<file path="src/rtl/arp_pkg.sv">
// Shared constants, state encoding and payload helper for the ARP reply path.
package arp_pkg;

  // Fixed ARP header fields for Ethernet / IPv4.
  localparam logic [15:0] ARP_HTYPE_ETH  = 16'h0001;
  localparam logic [15:0] ARP_PTYPE_IPV4 = 16'h0800;
  localparam logic [7:0]  ARP_HLEN       = 8'h06;
  localparam logic [7:0]  ARP_PLEN       = 8'h04;
  localparam logic [15:0] ARP_OPER_REQ   = 16'h0001;
  localparam logic [15:0] ARP_OPER_REP   = 16'h0002;

  // 28-byte ARP payload streamed as 56 nibbles.
  localparam int ARP_NIBBLES   = 56;
  localparam int ARP_PAYLOAD_W = ARP_NIBBLES * 4;

  // Controller states. The encoding is visible on the debug port.
  typedef enum logic [1:0] {
    IDLE    = 2'd0,
    ARB     = 2'd1,
    SEND    = 2'd2,
    RELEASE = 2'd3
  } arp_ctrl_state_t;

  // Whole reply payload, first transmitted nibble in the top four bits.
  // own_mac/own_ip fill SHA/SPA; tha/tpa are the requester's addresses.
  function automatic logic [ARP_PAYLOAD_W-1:0] arp_payload(
    input logic [47:0] own_mac,
    input logic [31:0] own_ip,
    input logic [47:0] tha,
    input logic [31:0] tpa
  );
    return {ARP_HTYPE_ETH, ARP_PTYPE_IPV4, ARP_HLEN, ARP_PLEN, ARP_OPER_REP,
            own_mac, own_ip, tha, tpa};
  endfunction

endpackage

</file>
<file path="src/rtl/arp_reply_ser.sv">
// Combinational nibble selector for the ARP reply payload.
// Picks nibble nib_idx (0 = first on the wire) out of the full reply and
// flags the final nibble.
module arp_reply_ser
  import arp_pkg::*;
#(
  parameter logic [47:0] LOCAL_MAC = 48'h02_00_00_00_00_01,
  parameter logic [31:0] LOCAL_IP  = 32'hC0A8_0132
) (
  input  logic [5:0]  nib_idx,
  input  logic [47:0] sha,
  input  logic [31:0] spa,
  output logic [3:0]  tx_data,
  output logic        tx_last
);

  logic [ARP_PAYLOAD_W-1:0] payload;
  logic [ARP_PAYLOAD_W-1:0] shifted;

  // Shift the selected nibble to the top of the payload vector and take it.
  always_comb begin
    payload = arp_payload(LOCAL_MAC, LOCAL_IP, sha, spa);
    shifted = payload << {nib_idx, 2'b00};
    tx_data = shifted[ARP_PAYLOAD_W-1 -: 4];
    tx_last = (nib_idx == 6'(ARP_NIBBLES - 1));
  end

endmodule

</file>
<file path="src/rtl/arp_reply_ctrl.sv">
// ARP reply sequencer.
// Filters decoded ARP requests addressed to LOCAL_IP, holds one active and
// one pending reply, requests the shared TX nibble path and streams the
// 56-nibble reply payload to the framer.
//
// TX handshake: a nibble transfers on every rising clk edge where
// tx_valid && tx_ready. Once tx_valid rises it stays high until the nibble
// flagged tx_last has transferred, and tx_data/tx_last do not change while
// tx_valid && !tx_ready. tx_req covers arbitration and the whole payload;
// tx_gnt is only looked at while arbitrating and is assumed to stay high
// until tx_req drops.
module arp_reply_ctrl
  import arp_pkg::*;
#(
  parameter logic [47:0] LOCAL_MAC = 48'h02_00_00_00_00_01,
  parameter logic [31:0] LOCAL_IP  = 32'hC0A8_0132,
  parameter int          CNT_W     = 16
) (
  input  logic                  clk,
  input  logic                  rst,
  input  logic                  dec_done,
  input  logic                  dec_err,
  input  logic [47:0]           dec_sha,
  input  logic [31:0]           dec_spa,
  input  logic [31:0]           dec_tpa,
  output logic                  tx_req,
  input  logic                  tx_gnt,
  output logic                  tx_valid,
  input  logic                  tx_ready,
  output logic [3:0]            tx_data,
  output logic                  tx_last,
  output logic [47:0]           tx_dst_mac,
  output logic                  busy,
  output logic [CNT_W-1:0]      reply_cnt,
  output logic [CNT_W-1:0]      drop_cnt,
  output arp_ctrl_state_t       state_dbg
);

  // Saturating increment: counters stick at all-ones.
  function automatic logic [CNT_W-1:0] sat_inc(input logic [CNT_W-1:0] v);
    return (&v) ? v : v + CNT_W'(1);
  endfunction

  arp_ctrl_state_t state, state_d;

  logic        done_q;
  logic [5:0]  nib_idx;
  logic [47:0] act_sha;
  logic [31:0] act_spa;
  logic        pend_vld;
  logic [47:0] pend_sha;
  logic [31:0] pend_spa;

  // Datapath controls decided by the FSM.
  logic accept;
  logic act_ld_new;
  logic act_ld_pend;
  logic pend_wr;
  logic pend_clr;
  logic drop_inc;
  logic reply_inc;
  logic nib_inc;
  logic nib_clr;

  logic [3:0] ser_data;
  logic       ser_last;

  // A request is taken once, on the rising edge of dec_done, if it is
  // error-free and targets our IP. Replies never reach here, so no OPER test.
  assign accept = dec_done && !done_q && !dec_err && (dec_tpa == LOCAL_IP);

  // State register.
  always_ff @(posedge clk or posedge rst) begin
    if (rst) begin
      state <= IDLE;
    end else begin
      state <= state_d;
    end
  end

  // Next state, TX strobes and datapath controls.
  always_comb begin
    state_d     = state;
    tx_req      = 1'b0;
    tx_valid    = 1'b0;
    act_ld_new  = 1'b0;
    act_ld_pend = 1'b0;
    pend_wr     = 1'b0;
    pend_clr    = 1'b0;
    drop_inc    = 1'b0;
    reply_inc   = 1'b0;
    nib_inc     = 1'b0;
    nib_clr     = 1'b0;

    unique case (state)
      IDLE: begin
        if (accept) begin
          act_ld_new = 1'b1;
          state_d    = ARB;
        end
      end

      ARB: begin
        tx_req = 1'b1;
        // Active reply is frozen; new requests go to the pending slot,
        // the newest one replacing any request already waiting there.
        if (accept) begin
          pend_wr  = 1'b1;
          drop_inc = pend_vld;
        end
        if (tx_gnt) begin
          nib_clr = 1'b1;
          state_d = SEND;
        end
      end

      SEND: begin
        tx_req   = 1'b1;
        tx_valid = 1'b1;
        if (accept) begin
          pend_wr  = 1'b1;
          drop_inc = pend_vld;
        end
        if (tx_ready) begin
          if (nib_idx == 6'(ARP_NIBBLES - 1)) begin
            reply_inc = 1'b1;
            nib_clr   = 1'b1;
            state_d   = RELEASE;
          end else begin
            nib_inc = 1'b1;
          end
        end
      end

      RELEASE: begin
        // One cycle with tx_req low so the arbiter can reassign the path.
        if (pend_vld) begin
          act_ld_pend = 1'b1;
          state_d     = ARB;
          // A simultaneous request refills the slot being emptied: no drop.
          if (accept) begin
            pend_wr = 1'b1;
          end else begin
            pend_clr = 1'b1;
          end
        end else if (accept) begin
          act_ld_new = 1'b1;
          state_d    = ARB;
        end else begin
          state_d = IDLE;
        end
      end

      default: begin
        state_d = IDLE;
      end
    endcase
  end

  // Edge detector for dec_done.
  always_ff @(posedge clk or posedge rst) begin
    if (rst) begin
      done_q <= 1'b0;
    end else begin
      done_q <= dec_done;
    end
  end

  // Active reply addresses; only reloaded when leaving IDLE or RELEASE.
  always_ff @(posedge clk or posedge rst) begin
    if (rst) begin
      act_sha <= '0;
      act_spa <= '0;
    end else if (act_ld_new) begin
      act_sha <= dec_sha;
      act_spa <= dec_spa;
    end else if (act_ld_pend) begin
      act_sha <= pend_sha;
      act_spa <= pend_spa;
    end
  end

  // Single-entry pending slot.
  always_ff @(posedge clk or posedge rst) begin
    if (rst) begin
      pend_vld <= 1'b0;
      pend_sha <= '0;
      pend_spa <= '0;
    end else if (pend_wr) begin
      pend_vld <= 1'b1;
      pend_sha <= dec_sha;
      pend_spa <= dec_spa;
    end else if (pend_clr) begin
      pend_vld <= 1'b0;
    end
  end

  // Payload nibble index, advanced on each accepted beat.
  always_ff @(posedge clk or posedge rst) begin
    if (rst) begin
      nib_idx <= '0;
    end else if (nib_clr) begin
      nib_idx <= '0;
    end else if (nib_inc) begin
      nib_idx <= nib_idx + 6'd1;
    end
  end

  // Saturating statistics counters.
  always_ff @(posedge clk or posedge rst) begin
    if (rst) begin
      reply_cnt <= '0;
      drop_cnt  <= '0;
    end else begin
      if (reply_inc) begin
        reply_cnt <= sat_inc(reply_cnt);
      end
      if (drop_inc) begin
        drop_cnt <= sat_inc(drop_cnt);
      end
    end
  end

  arp_reply_ser #(
    .LOCAL_MAC (LOCAL_MAC),
    .LOCAL_IP  (LOCAL_IP)
  ) u_ser (
    .nib_idx (nib_idx),
    .sha     (act_sha),
    .spa     (act_spa),
    .tx_data (ser_data),
    .tx_last (ser_last)
  );

  // Data lines read zero outside the payload so reset and idle look quiet.
  always_comb begin
    tx_data    = tx_valid ? ser_data : 4'h0;
    tx_last    = tx_valid && ser_last;
    tx_dst_mac = act_sha;
    busy       = (state != IDLE);
    state_dbg  = state;
  end

endmodule
</file>
<file path="config.mk">
export PLATFORM = sky130hd
export DESIGN_NAME = arp_reply_ctrl
export DESIGN_NICKNAME = d
export VERILOG_FILES = /design/src/rtl/arp_pkg.sv /design/src/rtl/arp_reply_ser.sv /design/src/rtl/arp_reply_ctrl.sv
export SDC_FILE = /design/constraint.sdc
export NUM_CORES = 1
export LEC_CHECK = 0
export CAP_MARGIN = 15
export CORE_MARGIN = 2
export CORE_UTILIZATION = 30
export DETAILED_ROUTE_END_ITERATION = 12
export GPL_TIMING_DRIVEN = 0
export MAX_ROUTING_LAYER = met4
export PLACE_DENSITY_LB_ADDON = 0.12
export SLEW_MARGIN = 0
export SYNTH_ARGS = -nofsm -noshare
export SYNTH_HDL_FRONTEND = slang
export SYNTH_SLANG_ARGS = --single-unit
</file>
<file path="constraint.sdc">
create_clock -name clk -period 9.7 [get_ports clk]
set_clock_uncertainty 0.05 [all_clocks]
set_input_delay 2.91 -clock clk [delete_from_list [all_inputs] [get_ports clk]]
set_output_delay 2.91 -clock clk [all_outputs]
set_load 0.02 [all_outputs]
</file>
## Word level (Yosys, flattened, before mapping)

Index checks and enable logic that the tools add are counted.

| storage, ports and cells | value |
|---|---|
| input port bits | 118 |
| flip-flop bits (word level) | 202 |
| word-level logic and storage cells | 80 |
| output and inout bits | 90 |

| cells by class | value |
|---|---|
| bitwise gates (word level) | 2 |
| equality and inequality tests | 9 |
| add/sub/neg operators | 3 |
| shift operators | 1 |
| reduce and logical (&&, ||, !) cells | 17 |
| multiplexer cells | 38 |

Operators by type and width:

| operator | count |
|---|---|
| left shift 209 x 8 -> 224 bit | 1 |
| 2-to-1 mux 48 bit | 2 |
| 2-to-1 mux 32 bit | 2 |
| adder 16 x 1 -> 16 bit (second input constant) | 2 |
| == test 32 bit (second input constant) | 1 |
| AND reduction 16 bit | 2 |
| 2-to-1 mux 1 bit | 23 |
| 2-to-1 mux 6 bit | 2 |
| 2-to-1 mux 2 bit | 4 |
| inequality test 2 bit (second input constant) | 4 |
| one-hot mux 2 bit (4 select lines) | 1 |
| nonzero test 2 bit | 4 |
| adder 6 x 1 -> 6 bit (second input constant) | 1 |
| == test 6 bit (second input constant) | 1 |
| one-hot mux 1 bit (2 select lines) | 3 |
| == test 2 bit (second input constant) | 2 |
| logical AND 1 bit | 4 |
| 2-to-1 mux 4 bit | 1 |
| AND reduction 2 bit | 2 |
| AND reduction 4 bit | 1 |
| == test 2 x 1 -> 1 bit (second input constant) | 1 |
| logical NOT 1 bit | 2 |
| logical NOT 2 bit | 1 |
| NOT 1 bit | 2 |
| OR reduction 2 bit | 1 |

## Longest topological paths before layout

Gate-level depths: netlist (run 1).

| logic depth | value |
|---|---|
| depth in word-level cells | 9 |
| gate-level depth with buffers | 9 |
| mapped depth without buffers | 7 |

## Modules after synthesis

Synthesis (run 1) repeated with hierarchy kept, for this count alone.

| second synthesis, totals | value |
|---|---|
| cell total of the unflattened synthesis | 830 |
| area, all modules | 9813.2 um^2 |

Modules (own cells, without submodules):

| module | instances | area an instance (um^2) | sequential area each (um^2) | cells an instance |
|---|---|---|---|---|
| arp_reply_ctrl | 1 | 8839.7 | 5054.8 | 723 |
| arp_reply_ser | 1 | 973.4 | 0.0 | 107 |

## Worst setup path before layout (run 1)

Ideal clock, no wire load.

| timing path | value |
|---|---|
| path kind | register to output |
| from | reg nib_idx[0] |
| to | out tx_data[0] |
| arrival time | 2.192 ns |
| path buffers | 2 |
| setup slack | 4.548 ns |
| stages on the path, launching flop included | 8 |
| data required time | 6.740 ns |
| path through | dfrtp_1 > clkbuf_1 > buf_2 > inv_1 > ha_1 > mux4_2 > a21oi_1 > nor3b_1 |

| on the way | value |
|---|---|
| word-level cells in the longest chain between the ends | 2 |

RTL lines:

| what | line | RTL |
|---|---|---|
| from (decl) | arp_reply_ctrl.sv:47 | `logic [5:0] nib_idx;` |
| from (signal assigned) | arp_reply_ctrl.sv:205 | `nib_idx <= nib_idx + 6'd1;` |
| left shift 209 x 8 -> 224 bit | arp_reply_ser.sv:23 | `shifted = payload << {nib_idx, 2'b00};` |
| 2-to-1 mux 4 bit | arp_reply_ctrl.sv:237 | `tx_data = tx_valid ? ser_data : 4'h0;` |
| to (decl) | arp_reply_ctrl.sv:30 | `output logic [3:0] tx_data,` |

No other way between the ends.

## Final worst setup path (run 1)

| timing path | value |
|---|---|
| from | reg nib_idx[1] |
| to | out tx_data[3] |

The elaborated chain is that of the path after synthesis.

==> key figures, run 1 <==
Floorplan
  • Ports: 208
  • Core box area: ~0.031 sq mm
  • Initial Utilization: a little under a third
  • Die X: 183 um
  • Cell Rows: 65
  • Die Y: around 180 um
  • DIE AREA: between 0.03 and 0.04 sq mm

Clock network
  • Clock root cell: clkbuf_16
  • Resized cells post-CTS: 0
  • Cts bufs inserted: 25
  • Post-CTS Hold Fix Bufs: 0
  • # Post-CTS Setup Buffers: 0
  • Clock-pin slew on the worst setup and hold paths: roughly 60 ps
  • H-Tree Depth: 1
  • TritonCTS clock tree: built
  • CTS Sinks: around 200
  • Clk_lat worst skew: between 500 and 600 ps
  • Clock tree buffer depth: 3

Yosys
  • Multiplexer share of the synthesized area: roughly a quarter
  • Top cell type by total area after synthesis: dfrtp_1
  • Syn avg cell area: around 12 sq um
  • Simple-gate area share of the yosys netlist: under 10%
  • Asr flop ratio synth: 100%
  • Synth top area cells: dfrtp_1 (53%), mux2i_1 (9.2%), mux2_2 (8.8%)
  • Seq cells post-synth: 202
  • Sequential share of the synthesized area: between 50% and 60%
  • Yosys top cell area share: 52.8%
  • Syn Inst Count: just under 800
  • Count leader, synth: dfrtp_1
  • Syn nets: a little over 900
  • Most frequent cells after synthesis: dfrtp_1 (202), nand2_1 (99), mux2i_1 (88)
  • XOR/XNOR Fraction of Synth Area: a little over 3%
  • Compound-Gate Fraction of Synth Area: under 10%
  • Synth Warn #: 0
  • Main combinational cell family by area after synthesis: multiplexers
  • Mapped cell area: about 0.0096 sq mm
  • Post-synth EDFFs: 0
  • Adder-Cell Fraction of Synth Area: 1.57%
  • Main synth FF type: dfrtp_1
  • Post-synthesis cell type count: 47

Hold path
  • HP Class: flip-flop to flip-flop
  • Hold path startpoint: pend_sha[32]$_DFFE_PP0P_
  • Worst Hold Path EP: pend_sha[32]$_DFFE_PP0P_
  • Hold path depth: 1

Setup path
  • R2R depth: 7
  • R2r startpoint: nib_idx[1]$_DFFE_PP0P_
  • CP Launch Type: flip-flop
  • Setup crit end kind: output port
  • Critical path class: flip-flop to output port
  • Critical Path AT: about 4000 ps
  • Flop-to-flop setup slack: 6720 ps
  • Crit Path Max Fanout: 10
  • CP required: roughly 6700 ps
  • Reg-to-Reg End: reply_cnt[7]$_DFFE_PP0P_

Power and ir drop
  • Pleak: 5.78 nW
  • Clock share of power: 49.5%
  • Pwr dens: roughly 140 mW/mm^2
  • Sequential share of power: 46.4%
  • P_sw: approximately 390 uW
  • Sw frac: 21.3%
  • Combinational power share: 4.1%
  • Worst vdd ir: just over 0.09 mV
  • Power Internal: around 1.4 mW

Placement
  • Placed cell area: 0.0122 sq mm
  • GPL Wtd Cong: a little under 0.8
  • Pre-CTS worst setup slack: 3180 ps
  • Dpl hpwl: roughly 19,000 um
  • Placed cells: 1,401
  • I/O Buffers: between 200 and 250

STA
  • Hold Fails Final Rpt: 0
  • Slew margin rel.: 29.0%
  • Unrepaired setup endpoints after global routing: no
  • Max Slew Vio Count: 0
  • Setup TNS: 0 ps
  • Setup ws final: 2620 ps
  • Highest Clock Rate: between 100 and 150 MHz
  • Final setup violation count: 0
  • Period minus WS final: between 7000 and 8000 ps
  • Tcrit/Tclk final: between 70% and 80%
  • Worst slew pin tran: approximately 1100 ps

Cells and area
  • Util after Layout: slightly above 40%
  • Inserted Diodes: 0
  • Share of layout cells above drive strength 1: around 15%
  • Fin area: 0.0130 sq mm
  • Fillers: approximately 3,000
  • Final cell count without fillers: around 1,400
  • Area grow syn2layout: 35.5%
  • Final net count: approximately 1,200

Drt
  • TritonRoute pass-1 iters: 4
  • Post-Route WL: 27,200 um
  • Post-DRT Antenna Nets: 0
  • Post-DR wirelength/cell: roughly 19 um
  • Via-per-instance ratio: approximately 4.8
  • Vias: around 6,900
  • # DRC: 0
  • Starting DRT DRC Count: roughly 350

Global routing
  • Largest net degree at the start of global routing: approximately 110
  • All-Layer GR Usage: ~17%
  • Vias in the first global route: roughly 7,000
  • Initial antenna violation count: 0
  • First-pass GRT wire length: 41,600 um
  • Global route overflow: 0

Flow run
  • Max cap viols: 0

Run status
  • Status: finished, final reports clean
==> critical path, cell delays in order (launching register included) <==
cell and delay [ps]:
dfrtp_1 560, clkbuf_1 840, mux4_2 450, a21oi_1 80, a211oi_1 330, nor2_1 90
nor3b_1 530, clkdlybuf4s50_1 720
==> power by group through the flow <==
stage	Sequential, mW	Combinational, mW	Clock (mW)
floorplan	0.859	0.0139	0
global placement	0.859	0.0755	0
detailed placement	0.858	0.0766	0
CTS	0.843	0.0772	0.935
global route	0.843	0.0821	0.960
finish	0.843	0.0749	0.901
==> how the worst max path moves through the flow <==
stage,start,to,slack [ps]
4_1_cts,nib_idx[0]$_DFFE_PP0P_,tx_data[3],2590
2_1_floorplan,rst,act_spa[0]$_DFFE_PP0P_,1230
5_1_grt,nib_idx[0]$_DFFE_PP0P_,tx_data[3],2500
6_report,nib_idx[1]$_DFFE_PP0P_,tx_data[3],2620
3_5_place_dp,nib_idx[1]$_DFFE_PP0P_,tx_data[3],3180
3_3_place_gp,rst,pend_spa[21]$_DFFE_PP0P_,-2100
==> metal layers <==
| metal | wire (um) | GRT usage (%) |
|---|---|---|
| met1 | 12900 | 22.6 |
| met2 | 12800 | 26.3 |
| met3 | 1010 | 2.18 |
| met5 | 0 | - |
| met4 | 461 | 3.97 |
==> area by class of cell <==
cell class	count	area, sq um	share of cell area (%)
sequential	202	5050	39.0
multi-input combinational	527	4200	32.4
timing repair buffer	208	2100	16.2
clock buffer	38	734	5.66
tap	402	503	3.88
buffer	51	273	2.10
clock inverter	5	56.3	0.434
inverter	11	48.8	0.376
==> through the flow <==
stage / total power, mW / hold WS, ps
global placement: 0.934 / 417
CTS: 1.86 / 437
global route: 1.89 / 457
detailed placement: 0.935 / 424
finish: 1.82 / 435
floorplan: 0.873 / 407
==> sequential cells by signal, indices dropped and copies added, names as in the netlist <==
| register | flops |
|---|---|
| act_spa | 32 |
| done_q | 1 |
| drop_cnt | 16 |
| nib_idx | 6 |
| pend_sha | 48 |
| pend_spa | 32 |
| pend_vld | 1 |
| reply_cnt | 16 |
| state_dbg | 2 |
| tx_dst_mac | 48 |
==> placed cells by master, fill, tap and decap left out, drive strengths merged, types with 4 or more instances in the layout <==
cell type / instances
buf: 23
mux4: 20
nand3: 17
xor2: 4
mux2i: 88
clkdlybuf4s50: 207
dfrtp: 202
inv: 11
ha: 12
a211oi: 4
nand4: 14
nand2: 99
nor2: 11
xnor2: 29
mux2: 83
and4: 4
clkbuf: 67
a21oi: 12
o21ai: 87
and3: 11
==> kinds of logic after synthesis <==
logic type,count (synthesis)
xor+xnor,33
simple gates,175
mux,191
compound gates,116
buf+inv,62
fa+ha+maj,12
flops,202
Note: power is estimated with default switching activity, not from simulation.
==> inputs of run 2 (changes only) <==
==> constraint.sdc (replaced) <==
create_clock -name clk -period 6.4 [get_ports clk]
set_clock_uncertainty 0.05 [all_clocks]
set_input_delay 1.92 -clock clk [delete_from_list [all_inputs] [get_ports clk]]
set_output_delay 1.92 -clock clk [all_outputs]
set_load 0.02 [all_outputs]
==> run 2 against run 1 <==
First-iteration DRC count grew 21%. Worst setup slack worse by 2400 ps. Wire length rose by 1.3%. Global-route usage increased by 0.37 points. Worst hold slack is essentially flat.
==> key figures, run 2 (synthesis gave the netlist of run 1 again) <==
Cells and area
  • Commonest non-fill, non-tap cell in the layout: clkdlybuf4s50_1
  • Share of layout cells above drive strength 1: 15.6% (+0.10 points)
  • Area grow syn2layout: 36.2%
  • Fin area: 0.0130 sq mm (+0.52%)
  • Final net count: 1,160 (+0.35%)
  • Commonest cells after routing, fill and taps aside: clkdlybuf4s50_1 (207), dfrtp_1 (202), nand2_1 (99)

Clock network
  • CTS Sinks: 202 (unchanged)
  • # Post-CTS Setup Buffers: 0 (unchanged)
  • H-Tree Depth: 1 (unchanged)
  • Clock root cell: clkbuf_16
  • Cts bufs inserted: 24 (-4.0%)
  • Post-CTS Hold Fix Bufs: 0 (unchanged)
  • Clk_lat worst skew: 510 ps (about the same)
  • Resized cells post-CTS: 0 (unchanged)
  • TritonCTS clock tree: built
  • Clock-pin slew on the worst setup and hold paths: 60 ps (about the same)
  • Clock tree buffer depth: 3 (unchanged)

Floorplan
  • DIE AREA: 0.0333 sq mm (unchanged)
  • Initial Utilization: 30.4% (unchanged)
  • Core box area: 0.0315 sq mm (unchanged)
  • Ports: 208 (unchanged)
  • Die X: 183 um (unchanged)
  • Die Y: 183 um (unchanged)
  • Cell Rows: 65 (unchanged)

Placement
  • Dpl hpwl: 19,600 um (+3.0%)
  • Pre-CTS worst setup slack: 904 ps (-2280 ps)
  • GPL Wtd Cong: 0.777 (-0.97%)
  • Placed cell area: 0.0123 sq mm (+0.79%)
  • I/O Buffers: 207 (unchanged)

Hold path
  • Worst Hold Path EP: pend_sha[35]$_DFFE_PP0P_
  • Hold path startpoint: pend_sha[35]$_DFFE_PP0P_
  • HP Class: flip-flop to flip-flop
  • Hold path depth: 1 (unchanged)

Global routing
  • All-Layer GR Usage: 16.9% (+0.37 points)
  • Largest net degree at the start of global routing: 40 (-62%)
  • First-pass GRT wire length: 42,500 um (+2.0%)
  • Vias in the first global route: 7,034 (+0.40%)
  • Initial antenna violation count: 1 (+1)
  • Global route overflow: 0 (unchanged)

STA
  • Slew margin rel.: 25.2% (-3.8 points)
  • Hold Fails Final Rpt: 0 (unchanged)
  • Period minus WS final: approximately 6000 ps
  • Final setup violation count: 0 (unchanged)
  • Tcrit/Tclk final: a little over nine tenths
  • Setup ws final: 252 ps (-2370 ps)
  • Worst slew pin tran: 1120 ps (+57.0 ps)
  • Highest Clock Rate: roughly 160 MHz
  • Unrepaired setup endpoints after global routing: no
  • Max Slew Vio Count: 0 (unchanged)

Drt
  • Post-Route WL: 27,600 um (+1.3%)
  • Vias: 7,028 (+1.2%)
  • # DRC: 0 (unchanged)
  • Post-DR wirelength/cell: 19.0 um (+0.80%)
  • Starting DRT DRC Count: 416 (+21%)
  • Post-DRT Antenna Nets: 0 (unchanged)
  • Via-per-instance ratio: 4.84 (+0.74%)
  • TritonRoute pass-1 iters: 4 (unchanged)

Setup path
  • Crit Path Max Fanout: 10 (unchanged)
  • Reg-to-Reg End: reply_cnt[7]$_DFFE_PP0P_
  • CP required: 4430 ps (-2310 ps)
  • R2r startpoint: nib_idx[1]$_DFFE_PP0P_
  • CP Launch Type: flip-flop
  • R2R depth: 7 (unchanged)
  • Critical Path AT: 4180 ps (+60 ps)
  • Flop-to-flop setup slack: 3410 ps (-3310 ps)
  • Setup crit end kind: output port
  • Critical path class: flip-flop to output port

Run status
  • Status: finished, final reports clean

Power and ir drop
  • Pleak: 5.80 nW (+0.47%)
  • Pwr dens: 208 mW/mm^2 (+48%)
  • Worst vdd ir: 0.155 mV (+67%)

Flow run
  • Max cap viols: 0 (unchanged)
==> run 2: cell types whose count changed in the layout (fill, tap and decap cells not counted) <==
cell / before / now
bufinv_16: 1 / 0
clkinv_4: 1 / 0
diode_2: 0 / 1
inv_8: 1 / 0
buf_12: 0 / 5
clkbuf_1: 34 / 38
==> run 2: critical path: stages, from the launching register on <==
cell             delay, ps
dfrtp_1                580
clkbuf_1               880
mux4_2                 460
a21oi_1                 80
a211oi_1               380
nor2_1                 100
nor3b_1                480
clkdlybuf4s50_1        710
==> run 2: how the worst max path moves through the flow <==
stage / slack [ps] / to / depth (start not counted) / start
after floorplan: 1810 / act_spa[0]$_DFFE_PP0P_ / 1 / rst
after global placement: -140 / pend_sha[7]$_DFFE_PP0P_ / 2 / rst
after detailed placement: 900 / tx_data[3] / 8 / nib_idx[0]$_DFFE_PP0P_
after CTS: 330 / tx_data[3] / 8 / nib_idx[0]$_DFFE_PP0P_
after global routing: 170 / tx_data[3] / 7 / nib_idx[1]$_DFFE_PP0P_
final: 250 / tx_data[3] / 7 / nib_idx[1]$_DFFE_PP0P_
==> run 2: routing by layer <==
layer	up-vias	share of wire [%]	GRT usage, %
met2	152	47	26.6
met4	0	2.1	4.58
li1	3318	-	-
met5	-	0	-
met3	38	3.8	2.35
met1	3520	47	23.0
==> run 2: report_power, final <==
| group | internal [mW] | leakage, nW | total [mW] | switching, mW |
|---|---|---|---|---|
| registers | 1.28 | 2.40 | 1.28 | 0.0000709 |
| logic | 0.0727 | 3.03 | 0.121 | 0.0482 |
| clock network | 0.787 | 0.372 | 1.32 | 0.529 |
==> run 2: layout make-up <==
cell class,instances,area [sq um]
Antenna cell,1,2.50
Buffer,51,273
Clock buffer,42,749
Clock inverter,2,10.0
Fill cell,3002,18400
Inverter,11,45.0
Multi-Input combinational cell,527,4200
Sequential cell,202,5050
Tap cell,402,503
Timing Repair Buffer,213,2200
==> run 2: stage by stage <==
| stage | instances | hold WS (ps) | TNS, ps | power [mW] | utilization [%] |
|---|---|---|---|---|---|
| detailed placement | 1406 | 424 | 0 | 1.42 | 39.0 |
| floorplan | 791 | 407 | 0 | 1.32 | - |
| global route | 1451 | 450 | 0 | 2.82 | 41.4 |
| finish | 1451 | 434 | 0 | 2.72 | 41.4 |
| CTS | 1450 | 438 | 0 | 2.77 | 41.4 |
| global placement | 1400 | 416 | -23410 | 1.42 | 38.6 |
